## config.mk

```make
export PLATFORM = sky130hd
export DESIGN_NAME = andnot_sweep_ctrl
export DESIGN_NICKNAME = d
export VERILOG_FILES = /design/src/rtl/andnot_sweep_ctrl.sv
export SDC_FILE = /design/constraint.sdc
export NUM_CORES = 1
export LEC_CHECK = 0
export ABC_AREA = 1
export CORE_UTILIZATION = 40
export DETAILED_ROUTE_END_ITERATION = 16
export SYNTH_ARGS = -nofsm -noshare
export SYNTH_HDL_FRONTEND = slang
export SYNTH_SLANG_ARGS = --single-unit
```

## constraint.sdc

```tcl
create_clock -name clk -period 2 [get_ports clk]
set_input_delay 0.3 -clock clk [delete_from_list [all_inputs] [get_ports clk]]
set_output_delay 0.3 -clock clk [all_outputs]
set_load 0.005 [all_outputs]
```

## src/rtl/andnot_sweep_ctrl.sv

```systemverilog
// Sweep sequencer for the z = a & ~b gate: drives all four {a,b} vectors for a
// programmable number of sweeps, checks z after a settle interval, reports a verdict.
module andnot_sweep_ctrl #(
  parameter int unsigned SETTLE = 1,
  parameter int unsigned SWEEPS = 2
) (
  input  logic       clk,
  input  logic       reset,
  input  logic       start,
  input  logic       z_in,
  output logic       a_out,
  output logic       b_out,
  output logic       busy,
  output logic       done,
  output logic       pass,
  output logic [7:0] err_count,
  output logic [1:0] fail_vec,
  output logic       fail_valid,
  output logic [1:0] vec_idx
);

  localparam int unsigned CNT_W = 4;
  localparam int unsigned SWP_W = 8;
  localparam int unsigned ERR_W = 8;

  localparam logic [2:0] S_IDLE  = 3'd0;
  localparam logic [2:0] S_APPLY = 3'd1;
  localparam logic [2:0] S_WAIT  = 3'd2;
  localparam logic [2:0] S_CHECK = 3'd3;
  localparam logic [2:0] S_DONE  = 3'd4;

  localparam logic [CNT_W-1:0] SETTLE_LD  = CNT_W'(SETTLE);
  localparam logic [SWP_W-1:0] LAST_SWEEP = SWP_W'(SWEEPS - 1);
  localparam logic [ERR_W-1:0] ERR_MAX    = {ERR_W{1'b1}};

  logic [2:0]       state_q, state_d;
  logic [CNT_W-1:0] cnt_q, cnt_d;
  logic [SWP_W-1:0] sweep_q, sweep_d;
  logic [1:0]       vec_q, vec_d;
  logic             a_q, a_d;
  logic             b_q, b_d;
  logic             busy_q, busy_d;
  logic             done_q, done_d;
  logic             pass_q, pass_d;
  logic [ERR_W-1:0] err_q, err_d;
  logic [1:0]       fvec_q, fvec_d;
  logic             fvalid_q, fvalid_d;

  logic             mismatch;
  logic [ERR_W-1:0] err_inc;

  // Reference value is taken from the vector index, not from the driven pins
  assign mismatch = z_in != (vec_q[1] & ~vec_q[0]);
  assign err_inc  = (err_q == ERR_MAX) ? err_q : err_q + ERR_W'(1);

  always_ff @(posedge clk) begin
    if (reset) begin
      state_q  <= S_IDLE;
      cnt_q    <= '0;
      sweep_q  <= '0;
      vec_q    <= '0;
      a_q      <= 1'b0;
      b_q      <= 1'b0;
      busy_q   <= 1'b0;
      done_q   <= 1'b0;
      pass_q   <= 1'b0;
      err_q    <= '0;
      fvec_q   <= '0;
      fvalid_q <= 1'b0;
    end else begin
      state_q  <= state_d;
      cnt_q    <= cnt_d;
      sweep_q  <= sweep_d;
      vec_q    <= vec_d;
      a_q      <= a_d;
      b_q      <= b_d;
      busy_q   <= busy_d;
      done_q   <= done_d;
      pass_q   <= pass_d;
      err_q    <= err_d;
      fvec_q   <= fvec_d;
      fvalid_q <= fvalid_d;
    end
  end

  always_comb begin
    state_d  = state_q;
    cnt_d    = cnt_q;
    sweep_d  = sweep_q;
    vec_d    = vec_q;
    a_d      = a_q;
    b_d      = b_q;
    busy_d   = busy_q;
    done_d   = done_q;
    pass_d   = pass_q;
    err_d    = err_q;
    fvec_d   = fvec_q;
    fvalid_d = fvalid_q;

    case (state_q)
      S_IDLE, S_DONE: begin
        if (start) begin
          state_d  = S_APPLY;
          sweep_d  = '0;
          vec_d    = '0;
          err_d    = '0;
          fvec_d   = '0;
          fvalid_d = 1'b0;
          busy_d   = 1'b1;
          done_d   = 1'b0;
          pass_d   = 1'b0;
        end
      end
      S_APPLY: begin
        a_d     = vec_q[1];
        b_d     = vec_q[0];
        cnt_d   = SETTLE_LD;
        state_d = S_WAIT;
      end
      S_WAIT: begin
        cnt_d = cnt_q - CNT_W'(1);
        if (cnt_q <= CNT_W'(1)) begin
          state_d = S_CHECK;
        end
      end
      S_CHECK: begin
        if (mismatch) begin
          err_d = err_inc;
          if (!fvalid_q) begin
            fvec_d   = vec_q;
            fvalid_d = 1'b1;
          end
        end
        if (vec_q != 2'd3) begin
          vec_d   = vec_q + 2'd1;
          state_d = S_APPLY;
        end else if (sweep_q == LAST_SWEEP) begin
          state_d = S_DONE;
          busy_d  = 1'b0;
          done_d  = 1'b1;
          pass_d  = (err_d == '0);
        end else begin
          sweep_d = sweep_q + SWP_W'(1);
          vec_d   = 2'd0;
          state_d = S_APPLY;
        end
      end
      default: begin
        state_d = S_IDLE;
      end
    endcase
  end

  assign a_out      = a_q;
  assign b_out      = b_q;
  assign busy       = busy_q;
  assign done       = done_q;
  assign pass       = pass_q;
  assign err_count  = err_q;
  assign fail_vec   = fvec_q;
  assign fail_valid = fvalid_q;
  assign vec_idx    = vec_q;

endmodule

```

==> flow_metrics.tcl <==
set metrics [dict create \
    ant_nets 0 \
    post-route-util_pct 50.9 \
    skew_ns 0.00492 \
    initial_utilization_pct 42.6 \
    slew_headroom_pct 79.5 \
    finalCritPeriodShare_pct 86.0 \
    status "complete, no violations" \
    grt_overflow 0 \
    antenna_found_initial 0 \
    drt_iter0_markers 148 \
    met3_usage_pct 4.13 \
    sw_frac_of_total_pct 34.2 \
    die_h_um 71.1 \
    dpl_worst_slack_ns 0.159 \
    wl_per_cell_um 11.5 \
    vias_per_cell 4.91 \
    end_kind "register" \
    max_slew.worst_pin.slew_ns 0.305 \
    synthCells 271 \
    synth_seq_cells 33 \
    rsz0062_at_grt "no" \
    postLayoutCellArea_um2 2280 \
    grt_usage_pct 17.8 \
    die_area_um2 5050 \
    first_global_vias 1490 \
    antenna_cells 0 \
    first_pass_iters 6 \
    ios 22 \
    hpwl_mm 3.03 \
    final_cells 353 \
    p_switching_mw 0.611 \
    r2r_slack_ns 0.28 \
    ys_seq_area_share_pct 34.6 \
    crit_path_start_kind "register" \
    port_buffers 21 \
    finalWorstSetupSlack_ns 0.280 \
    setup-tns-final_ns 0 \
    cts_buffer_depth 2 \
    num_rows 24 \
    ys_warn_count 0 \
    period_minus_slack_ns 1.72 \
    vias 1734 \
    synth_fp_nets 282 \
    gp_congestion 0.833 \
    drive_gt1_share_pct 14.3 \
    busiest_layer "met2" \
    leakage_nw 0.955 \
    p_seq_share_pct 43.6 \
    cts_inserted_buffers 5 \
    combPwrFrac_pct 29.8 \
    worstSetupPathType "reg -> reg" \
    hold_viol 0 \
    p_per_area_nw_per_um2 784 \
    ctsHoldBuffers 0 \
    arrival_ns 1.94 \
    grtUsageMet2_pct 26.2 \
    clk_pin_slew_worst_paths_ns 0.06 \
    pwr-share-clk_pct 26.6 \
    drt-total-wl_mm 4.06 \
    core_um2 4470 \
    dp_cells 345 \
    fin_nets 311 \
    cts_root_buffer "clkbuf_8" \
    dpl-instance-area_um2 2190 \
    area_delta_synth_final_pct 19.3 \
    grt_max_degree 19 \
    post-route-drc-count 0 \
    internal-power_mw 1.17 \
    cap_viol_max_count 0 \
    use_met1_pct 25.3 \
    cts_tree "built" \
    max_freq_ghz 0.581 \
    setup_violations 0 \
    crit_required_ns 2.21 \
    die_width_um 71.1 \
    synthDistinctLibCells 36 \
    netlist_area_um2 1910 \
    ir_drop_mv 0.559 \
    grt_pass1_wl_mm 7.07 \
    avgSynthCellArea_um2 7.04 \
    path_max_fanout 8 \
    insertion_delay_ns 0.28 \
    clock_sinks 33 \
    h-tree-depth 2 \
    drv_slew 0 \
    hold_path.class "reg -> reg" \
]
-- cells in the mapped netlist, drive strengths merged --
master | instances | area (um2)
clkbuf | 1 | 3.75
or2 | 2 | 12.5
nor3 | 3 | 36.3
nor2 | 31 | 146
nand4 | 4 | 25.0
o211a | 1 | 10.0
ha | 7 | 87.6
a21boi | 1 | 11.3
inv | 43 | 161
nor4 | 1 | 6.26
a221oi | 1 | 8.76
o2111a | 2 | 22.5
o21bai | 1 | 7.51
o21ai | 10 | 53.8
buf | 2 | 15.0
nand3 | 30 | 173
a21oi | 22 | 118
xor2 | 1 | 8.76
o22ai | 1 | 6.26
a211oi | 1 | 12.5
nand2 | 71 | 307
o211ai | 2 | 15.0
dfxtp | 33 | 661
-- power groups by stage --
stage          registers, mW  clock network [mW]  logic, mW
6_report               0.779               0.474      0.533
3_3_place_gp           0.795                   0      0.528
2_1_floorplan          0.783                   0      0.372
4_1_cts                0.778               0.504      0.534
5_1_grt                0.789               0.533      0.608
3_5_place_dp           0.791                   0      0.531
-- cells in the final DEF (no fill, tap or decap), drive strengths merged --
cell type      count
nand2             71
inv               43
dfxtp             33
nor2              31
nand3             30
a21oi             22
clkdlybuf4s50     21
o21ai             10
clkbuf             8
ha                 7
nand4              4
buf                4
nor3               3
o2111a             2
o211ai             2
or2                2
o21bai             1
o22ai              1
a221oi             1
nor4               1
a211oi             1
a21boi             1
xor2               1
o211a              1
-- area by class of cell --
class                           count  area, um2
Fill cell                         448       2200
Clock buffer                        8       80.1
Sequential cell                    33        661
Timing Repair Buffer               25        240
Multi-Input combinational cell    192       1070
Inverter                           43        161
Tap cell                           52       65.1
-- path summary, 6_finish.rpt --
path,start,endpoint,cells past startpoint
max,vec_idx[0],pass,13
min,a_out,a_out,2
max reg2reg,vec_idx[0],pass,13
min reg2reg,a_out,a_out,2
-- worst max-delay path, stage by stage, from the launching register on --
cell and delay (ns):
dfxtp_1 0.40, inv_1 0.10, ha_1 0.26, inv_1 0.09
nand2_1 0.08, nand2_4 0.12, nand3_1 0.08, nand2_1 0.06
inv_1 0.04, nor2_1 0.11, nand2_1 0.06, nor2_1 0.08
nand2_1 0.07, a21oi_2 0.11
-- kinds of logic (layout without fill, tap and decap cells) --
logic type | after synthesis | after routing | share of synthesized area, %
AOI/OAI and AO/OA | 42 | 42 | 13.9
buffers and inverters | 46 | 76 | 9.44
DFF | 33 | 33 | 34.6
and+or+nand+nor | 142 | 142 | 37.0
adders and majority gates | 7 | 7 | 4.59
xor gates and xnor gates | 1 | 1 | 0.459
-- routing by layer --
metal,part of all wire (%),up-vias
met4,0.98,0
met5,0,-
met3,3.5,5
li1,-,942
met1,52,761
met2,44,26
-- through the flow --
stage	hold WS [ns]	power, mW
2_1_floorplan	0.447	1.16
3_3_place_gp	0.456	1.32
3_5_place_dp	0.458	1.32
4_1_cts	0.471	1.82
5_1_grt	0.493	1.93
6_report	0.467	1.79
-- what timing repair did --
| action | in CTS | in global routing |
|---|---|---|
| buffers inserted | 0 | 0 |
| endpoints found under the setup margin | 0 | 1 |
| resized for setup | 0 | 1 |
-- state kept, by name, indices dropped and copies added, names as in the netlist --
name,cells
b_out,1
cnt_q,4
err_count,8
state_q,3
fail_vec,2
vec_idx,2
busy,1
sweep_q,8
a_out,1
done,1
pass,1
fail_valid,1
Power figures use the tool's default switching activity.
